===== src/rtl/avl_arbiter_if.sv =====
// Request/response channel shared by the two core ports and the bridge port.
// Valid/ready: valid is a one-cycle request pulse, ready a one-cycle completion pulse carrying rdata.
interface avl_arbiter_if;
    logic        valid;
    logic        instr;
    logic [31:0] addr;
    logic [31:0] wdata;
    logic [3:0]  wstrb;
    logic [31:0] rdata;
    logic        ready;

    modport master (output valid, instr, addr, wdata, wstrb, input rdata, ready);
    modport slave  (input valid, instr, addr, wdata, wstrb, output rdata, ready);
endinterface


===== src/rtl/avl_arbiter.sv =====
// Two-master (imem/dmem) to one-slave request arbiter with one pending slot per master,
// a single outstanding downstream request, and same-cycle response routing.
module avl_arbiter #(
    parameter bit FAIR = 1'b0
) (
    input  logic           clock,
    input  logic           reset,
    avl_arbiter_if.slave   imem,
    avl_arbiter_if.slave   dmem,
    avl_arbiter_if.master  avl,
    output logic [1:0]     state_o
);
    typedef enum logic [1:0] {IDLE = 2'd0, BUSY_I = 2'd1, BUSY_D = 2'd2} state_t;

    typedef struct packed {
        logic        instr;
        logic [31:0] addr;
        logic [31:0] wdata;
        logic [3:0]  wstrb;
    } req_t;

    state_t state_q, state_d;
    logic   last_d_q, last_d_d;   // 1: dmem was issued most recently
    logic   ip_vld_q, ip_vld_d, dp_vld_q, dp_vld_d;
    req_t   ip_q, ip_d, dp_q, dp_d;
    logic   av_vld_q, av_vld_d;
    req_t   av_q, av_d;

    logic   i_done, d_done, arb_en;
    logic   i_acc, d_acc, i_cand, d_cand, pick_d;
    req_t   i_bus, d_bus, i_sel, d_sel;

    assign i_done = (state_q == BUSY_I) && avl.ready;
    assign d_done = (state_q == BUSY_D) && avl.ready;
    assign arb_en = (state_q == IDLE) || i_done || d_done;

    // A master whose slot is full or whose request is still in flight has its new pulse dropped.
    assign i_acc = imem.valid && !ip_vld_q && !((state_q == BUSY_I) && !avl.ready);
    assign d_acc = dmem.valid && !dp_vld_q && !((state_q == BUSY_D) && !avl.ready);

    assign i_bus  = '{instr: imem.instr, addr: imem.addr, wdata: imem.wdata, wstrb: imem.wstrb};
    assign d_bus  = '{instr: dmem.instr, addr: dmem.addr, wdata: dmem.wdata, wstrb: dmem.wstrb};
    assign i_cand = ip_vld_q || i_acc;
    assign d_cand = dp_vld_q || d_acc;
    assign i_sel  = ip_vld_q ? ip_q : i_bus;
    assign d_sel  = dp_vld_q ? dp_q : d_bus;
    assign pick_d = (i_cand && d_cand) ? (FAIR ? !last_d_q : 1'b1) : d_cand;

    always_comb begin
        state_d  = state_q;
        last_d_d = last_d_q;
        ip_vld_d = ip_vld_q;
        ip_d     = ip_q;
        dp_vld_d = dp_vld_q;
        dp_d     = dp_q;
        av_vld_d = 1'b0;
        av_d     = av_q;

        if (i_done || d_done) state_d = IDLE;

        if (i_acc) begin
            ip_vld_d = 1'b1;
            ip_d     = i_bus;
        end
        if (d_acc) begin
            dp_vld_d = 1'b1;
            dp_d     = d_bus;
        end

        // Arbitration also runs on the completion cycle so back-to-back issues have no bubble.
        if (arb_en && (i_cand || d_cand)) begin
            av_vld_d = 1'b1;
            if (pick_d) begin
                av_d     = d_sel;
                dp_vld_d = 1'b0;
                last_d_d = 1'b1;
                state_d  = BUSY_D;
            end else begin
                av_d     = i_sel;
                ip_vld_d = 1'b0;
                last_d_d = 1'b0;
                state_d  = BUSY_I;
            end
        end
    end

    always_ff @(posedge clock) begin
        if (!reset) begin
            state_q  <= IDLE;
            last_d_q <= 1'b0;
            ip_vld_q <= 1'b0;
            ip_q     <= '0;
            dp_vld_q <= 1'b0;
            dp_q     <= '0;
            av_vld_q <= 1'b0;
            av_q     <= '0;
        end else begin
            state_q  <= state_d;
            last_d_q <= last_d_d;
            ip_vld_q <= ip_vld_d;
            ip_q     <= ip_d;
            dp_vld_q <= dp_vld_d;
            dp_q     <= dp_d;
            av_vld_q <= av_vld_d;
            av_q     <= av_d;
        end
    end

    assign avl.valid = av_vld_q;
    assign avl.instr = av_q.instr;
    assign avl.addr  = av_q.addr;
    assign avl.wdata = av_q.wdata;
    assign avl.wstrb = av_q.wstrb;

    assign imem.ready = i_done;
    assign imem.rdata = i_done ? avl.rdata : '0;
    assign dmem.ready = d_done;
    assign dmem.rdata = d_done ? avl.rdata : '0;

    assign state_o = state_q;
endmodule

===== src/flat_wrapper.sv =====
// flat-port wrapper written by rule: the top's interface ports become plain ports
module avl_arbiter_flat 
#(
    parameter bit FAIR = 1'b0
)
  (clock, reset, state_o, imem_valid, imem_instr, imem_addr, imem_wdata, imem_wstrb, imem_rdata, imem_ready, dmem_valid, dmem_instr, dmem_addr, dmem_wdata, dmem_wstrb, dmem_rdata, dmem_ready, avl_valid, avl_instr, avl_addr, avl_wdata, avl_wstrb, avl_rdata, avl_ready);
  avl_arbiter_if imem_i ();
  avl_arbiter_if dmem_i ();
  avl_arbiter_if avl_i ();
  input  logic clock;
  input  logic reset;
  output logic [1:0] state_o;
  input wire logic [$bits(imem_i.valid)-1:0] imem_valid;
  input wire logic [$bits(imem_i.instr)-1:0] imem_instr;
  input wire logic [$bits(imem_i.addr)-1:0] imem_addr;
  input wire logic [$bits(imem_i.wdata)-1:0] imem_wdata;
  input wire logic [$bits(imem_i.wstrb)-1:0] imem_wstrb;
  output wire logic [$bits(imem_i.rdata)-1:0] imem_rdata;
  output wire logic [$bits(imem_i.ready)-1:0] imem_ready;
  input wire logic [$bits(dmem_i.valid)-1:0] dmem_valid;
  input wire logic [$bits(dmem_i.instr)-1:0] dmem_instr;
  input wire logic [$bits(dmem_i.addr)-1:0] dmem_addr;
  input wire logic [$bits(dmem_i.wdata)-1:0] dmem_wdata;
  input wire logic [$bits(dmem_i.wstrb)-1:0] dmem_wstrb;
  output wire logic [$bits(dmem_i.rdata)-1:0] dmem_rdata;
  output wire logic [$bits(dmem_i.ready)-1:0] dmem_ready;
  output wire logic [$bits(avl_i.valid)-1:0] avl_valid;
  output wire logic [$bits(avl_i.instr)-1:0] avl_instr;
  output wire logic [$bits(avl_i.addr)-1:0] avl_addr;
  output wire logic [$bits(avl_i.wdata)-1:0] avl_wdata;
  output wire logic [$bits(avl_i.wstrb)-1:0] avl_wstrb;
  input wire logic [$bits(avl_i.rdata)-1:0] avl_rdata;
  input wire logic [$bits(avl_i.ready)-1:0] avl_ready;
  assign imem_i.valid = imem_valid;
  assign imem_i.instr = imem_instr;
  assign imem_i.addr = imem_addr;
  assign imem_i.wdata = imem_wdata;
  assign imem_i.wstrb = imem_wstrb;
  assign imem_rdata = imem_i.rdata;
  assign imem_ready = imem_i.ready;
  assign dmem_i.valid = dmem_valid;
  assign dmem_i.instr = dmem_instr;
  assign dmem_i.addr = dmem_addr;
  assign dmem_i.wdata = dmem_wdata;
  assign dmem_i.wstrb = dmem_wstrb;
  assign dmem_rdata = dmem_i.rdata;
  assign dmem_ready = dmem_i.ready;
  assign avl_valid = avl_i.valid;
  assign avl_instr = avl_i.instr;
  assign avl_addr = avl_i.addr;
  assign avl_wdata = avl_i.wdata;
  assign avl_wstrb = avl_i.wstrb;
  assign avl_i.rdata = avl_rdata;
  assign avl_i.ready = avl_ready;
  avl_arbiter #(.FAIR(FAIR)) u_core (.clock(clock), .reset(reset), .imem(imem_i), .dmem(dmem_i), .avl(avl_i), .state_o(state_o));
endmodule

===== config.mk =====
export PLATFORM = sky130hd
export DESIGN_NAME = avl_arbiter_flat
export DESIGN_NICKNAME = d
export VERILOG_FILES = /design/src/rtl/avl_arbiter_if.sv /design/src/rtl/avl_arbiter.sv /design/src/flat_wrapper.sv
export SDC_FILE = /design/constraint.sdc
export NUM_CORES = 1
export LEC_CHECK = 0
export CELL_PAD_IN_SITES_DETAIL_PLACEMENT = 0
export CELL_PAD_IN_SITES_GLOBAL_PLACEMENT = 1
export CORE_ASPECT_RATIO = 1.75
export CORE_MARGIN = 3
export CORE_UTILIZATION = 34
export DETAILED_ROUTE_END_ITERATION = 6
export GPL_TIMING_DRIVEN = 0
export PLACE_DENSITY_LB_ADDON = 0.1
export SLEW_MARGIN = 10
export SYNTH_ARGS = -nofsm -noshare
export SYNTH_HDL_FRONTEND = slang
export SYNTH_SLANG_ARGS = --single-unit

===== constraint.sdc =====
create_clock -name clock -period 2.2 [get_ports clock]
set_input_delay 0.44 -clock clock [delete_from_list [all_inputs] [get_ports clock]]
set_output_delay 0.44 -clock clock [all_outputs]
set_load 0.01 [all_outputs]

Yosys cells after proc, flatten, opt, wreduce, memory -nomap -nowiden. Cells that the tools add are included.

Register bits: 212.

Equality and inequality tests: 2. Muxes and demuxes: 16. Reductions and logical operators: 23.

Operator list (count): 69-bit two-way mux (3); 32-bit two-way mux (2); 1-bit logical AND (10); 1-bit two-way mux (8); 1-bit logical OR (6); 2-bit two-way mux (3); 1-bit zero test (5); 2-bit by 1-bit equality test with 1-bit output (second input constant) (1); 2-bit equality test (second input constant) (1); 2-bit zero test (1); 2-bit nonzero test (1).

Longest topological paths before layout.
Depth in word-level cells: 9. Depth in mapped cells: 8. Mapped depth without buffers: 4.

Least setup slack after synthesis. Ideal clock, no wire load.

Path kind: flip-flop to output port. Start point: reg u_core.state_q[1] (netlist: u_core.state_o[1]). End point: out imem_rdata[22]. Arrival time: 1.312 ns. Data required time: 1.760 ns. Slack: 0.448 ns. Cell stages (with the launch flop): 6. Cell sequence: dfxtp_1 buf_4 nand2b_1 nor2_1 clkbuf_1 and2_1.

Word-level cells in the longest chain between the ends: 3.

RTL lines: start: declaration (line avl_arbiter.sv:22) `state_t state_q, state_d;`; start signal: assignment (line avl_arbiter.sv:98) `state_q <= state_d;`; 2-bit by 1-bit equality test with 1-bit output (line avl_arbiter.sv:33) `assign i_done = (state_q == BUSY_I) && avl.ready;`; 1-bit logical AND (line avl_arbiter.sv:33); net imem_ready (line flat_wrapper.sv:19) `output wire logic [$bits(imem_i.ready)-1:0] imem_ready;`; 32-bit two-way mux (line avl_arbiter.sv:116) `assign imem.rdata = i_done ? avl.rdata : '0;`; end: declaration (line flat_wrapper.sv:18) `output wire logic [$bits(imem_i.rdata)-1:0] imem_rdata;`.

The timed path passes the listed nets, and every way through them passes these cells.

Final worst setup path.
Start point: reg u_core.state_q[0] (netlist: u_core.state_o[0]). End point: out dmem_rdata[23].

Word-level cells in the longest chain between the ends: 3.

RTL lines: 2-bit equality test (line avl_arbiter.sv:34) `assign d_done = (state_q == BUSY_D) && avl.ready;`; 1-bit logical AND (line avl_arbiter.sv:34); 32-bit two-way mux (line avl_arbiter.sv:118) `assign dmem.rdata = d_done ? avl.rdata : '0;`; end: declaration (line flat_wrapper.sv:25) `output wire logic [$bits(dmem_i.rdata)-1:0] dmem_rdata;`.

No other way between the ends.

==> results.yml <==
status:
  status: "completed"
clock_network:
  cts_root_buf: "clkbuf_16"
  path_clk_slew_ns: 0.06
  cts_sinks: 212
  cts_tree: "built"
  numCtsBuffers: 22
  cts_buffer_depth: 3
  postCtsHoldBufs: 0
  clk_latency_ns: 0.52
  h-tree-depth: 1
cells_and_area:
  final_common_cell: "nand2_1"
  final_nets: 1644
  final_cell_mix: "nand2_1, clkdlybuf4s50_1, dfxtp_1, a21boi_0, o21ai_0"
  regArea_sq_mm: 0.00425
  nFillCells: 2739
  fin_area_sq_mm: 0.0140
  multi_input_area_sq_mm: 0.00492
  drive_gt1_frac: 0.164
  synthToLayoutAreaGrowth_pct: 46.1
logic_synthesis:
  synth_area_leader_cell: "dfxtp_1"
  ys_seq_area_frac: 0.443
  synth_cells: 1123
  ys_types: 29
  ys_ff_latch: 212
  yosysWarningCount: 0
  syn_avg_cell_area_sq_um: 8.53
  netlist_top_cells_area: "dfxtp_1, nand2_1, a21boi_0"
  synthesis.nets: 1298
  synth_area_sq_mm: 0.00958
  netlist.area_leader.share: 0.443
die:
  die_height_um: 228
  core_area_sq_mm: 0.0275
  die_w_um: 133
  start_util: 0.348
  io_pins: 313
  rows: 80
  dieArea_sq_mm: 0.0303
critical_path:
  r2r_setup_slack_ns: 0.11
  end_kind: "output port"
  cp.arrival_ns: 1.70
  critPathBufInv: 3
  critPathMaxFanout: 10
  critPathLaunchType: "register"
  critPathMaxStageDelay_ns: 0.35
  crit_start: "u_core.state_o[0]"
  r2r-start: "u_core.state_o[1]"
  cp.required_ns: 1.76
  r2r-end: "u_core.ip_vld_q"
  path_cells: "inv_2 > and3_4 > clkbuf_8 > and2_1 > dlygate4sd2_1"
  crit_type: "register to output port"
  cp.depth: 5
  path_delay_family: "buffers and inverters"
  r2r_cells: 6
  cp_slowest_cell: "dfxtp_4"
  crit_end: "dmem_rdata[23]"
min_path:
  hold_path_class: "primary input to register"
  hp-start: "reset"
power_and_ir_drop:
  power.density_mw_per_mm2: 765
  ir_drop_mv: 0.475
  p_leak_nw: 5.41
placed_design:
  dp_hpwl_um: 27900
  portBuffers: 311
  postPlaceCellArea_sq_mm: 0.0132
  gp_congestion: 0.876
route:
  viasPerCell: 5.06
  wl_um: 37400
  drt_pre_antenna_iters: 4
  wl_per_cell_um: 20.1
  drc: 0
  drtAntennaViolNets: 0
  vias: 9397
  drtIter0Drc: 523
timing:
  worst_pin_slew_ns: 0.699
  setup_viol: 0
  relSlewSlack: 0.534
  drv_slew: 0
  timing.fmax_ghz: 0.468
  fin_crit_ns: 2.14
  hold_viol_final: 0
  hold_slack_ns: 0.379
  fin_skew_ns: 0.00856
  period_share: 0.972
grt:
  grt_pass1_wl_um: 57200
  grt_max_degree: 14
  grt_usage: 0.240
  grt_pass1_vias: 9521
  grt-ovfl-total: 0
  antenna_found_initial: 4
flow_run:
  maxCapViolCount: 0
through the flow:
stage | std cells | setup slack, ns | util | total power, W | setup TNS (ns)
after CTS | 1855 | -0.0875 | 0.507 | 0.0108 | -1.17
after floorplan | 1123 | 0.448 | - | 0.00558 | 0
final | 1858 | 0.0623 | 0.508 | 0.0107 | 0
after detailed placement | 1803 | -1.10 | 0.478 | 0.00685 | -118.80
after global placement | 1803 | -1.10 | 0.478 | 0.00683 | -110.83
after global routing | 1856 | -0.00731 | 0.508 | 0.0112 | -0.0186
final cells by class:
class                      instances  area share
antenna                            5    0.000894
buffer                            98      0.0370
clock buffer                      34      0.0477
clock inverter                     5     0.00554
inverter                           3    0.000805
multi-input combinational        807       0.351
sequential                       212       0.304
tap                              369      0.0330
timing repair buffer             325       0.220
power breakdown:
group          internal, W  switching, W
sequential         0.00420      0.000191
clock              0.00232       0.00159
combinational      0.00119       0.00121
cell families after synthesis:
| kind of cell | Yosys count | share of synthesized area |
|---|---|---|
| and+or+nand+nor | 382 | 0.171 |
| AOI/OAI and AO/OA | 356 | 0.254 |
| DFF | 212 | 0.443 |
| buffers and inverters | 104 | 0.0511 |
| muxes | 69 | 0.0811 |
sequential cells by signal (all words and copies together) (netlist names):
signal / cells
u_core.state_o: 2
u_core.avl.wdata: 32
u_core.avl.valid: 1
u_core.ip_q: 69
u_core.avl.wstrb: 4
u_core.avl.instr: 1
u_core.avl.addr: 32
u_core.dp_q: 69
u_core.dp_vld_q: 1
u_core.ip_vld_q: 1
synth_stat cells (all sizes together):
| cell type | count |
|---|---|
| a21boi | 138 |
| a21oi | 3 |
| a221oi | 1 |
| a22oi | 69 |
| a31oi | 70 |
| and2 | 65 |
| and3 | 1 |
| and3b | 1 |
| buf | 40 |
| clkbuf | 61 |
| dfxtp | 212 |
| inv | 3 |
| mux2 | 69 |
| nand2 | 303 |
| nand2b | 3 |
| nand3b | 1 |
| nor2 | 4 |
| nor2b | 1 |
| nor3 | 1 |
| nor3b | 1 |
| o21ai | 71 |
| o21bai | 1 |
| o311a | 2 |
| o311ai | 1 |
| or3b | 1 |
tightest hold or removal path, stage by stage:
cell      delay, ns
clkbuf_1       0.22
o21ai_0        0.14
a31oi_1        0.05
how the worst min path moves through the flow:
| stage | endpoint | slack [ns] | cells after the start |
|---|---|---|---|
| after floorplan | u_core.ip_q[29] | 0.43 | 2 |
| after detailed placement | u_core.ip_q[29] | 0.45 | 2 |
| final | u_core.avl.wdata[14] | 0.38 | 3 |
| after global placement | u_core.ip_q[29] | 0.44 | 2 |
| after global routing | u_core.avl.wdata[13] | 0.39 | 3 |
| after CTS | u_core.avl.wdata[12] | 0.36 | 3 |
routing by layer:
| metal | vias up | GRT usage | wire (um) |
|---|---|---|---|
| met5 | - | 0 | 9 |
| met4 | 2 | 0.0702 | 729 |
| met3 | 44 | 0.0448 | 1960 |
| met2 | 246 | 0.439 | 19800 |
| met1 | 4511 | 0.282 | 14900 |
| li1 | 4594 | - | - |
repair_timing:
action,CTS,global route
pin swaps,9,1
endpoints found under the setup margin,158,183
gates cloned,3,0
resized for setup,294,23
buffers inserted,11,2
Power figures use the tool's default switching activity.
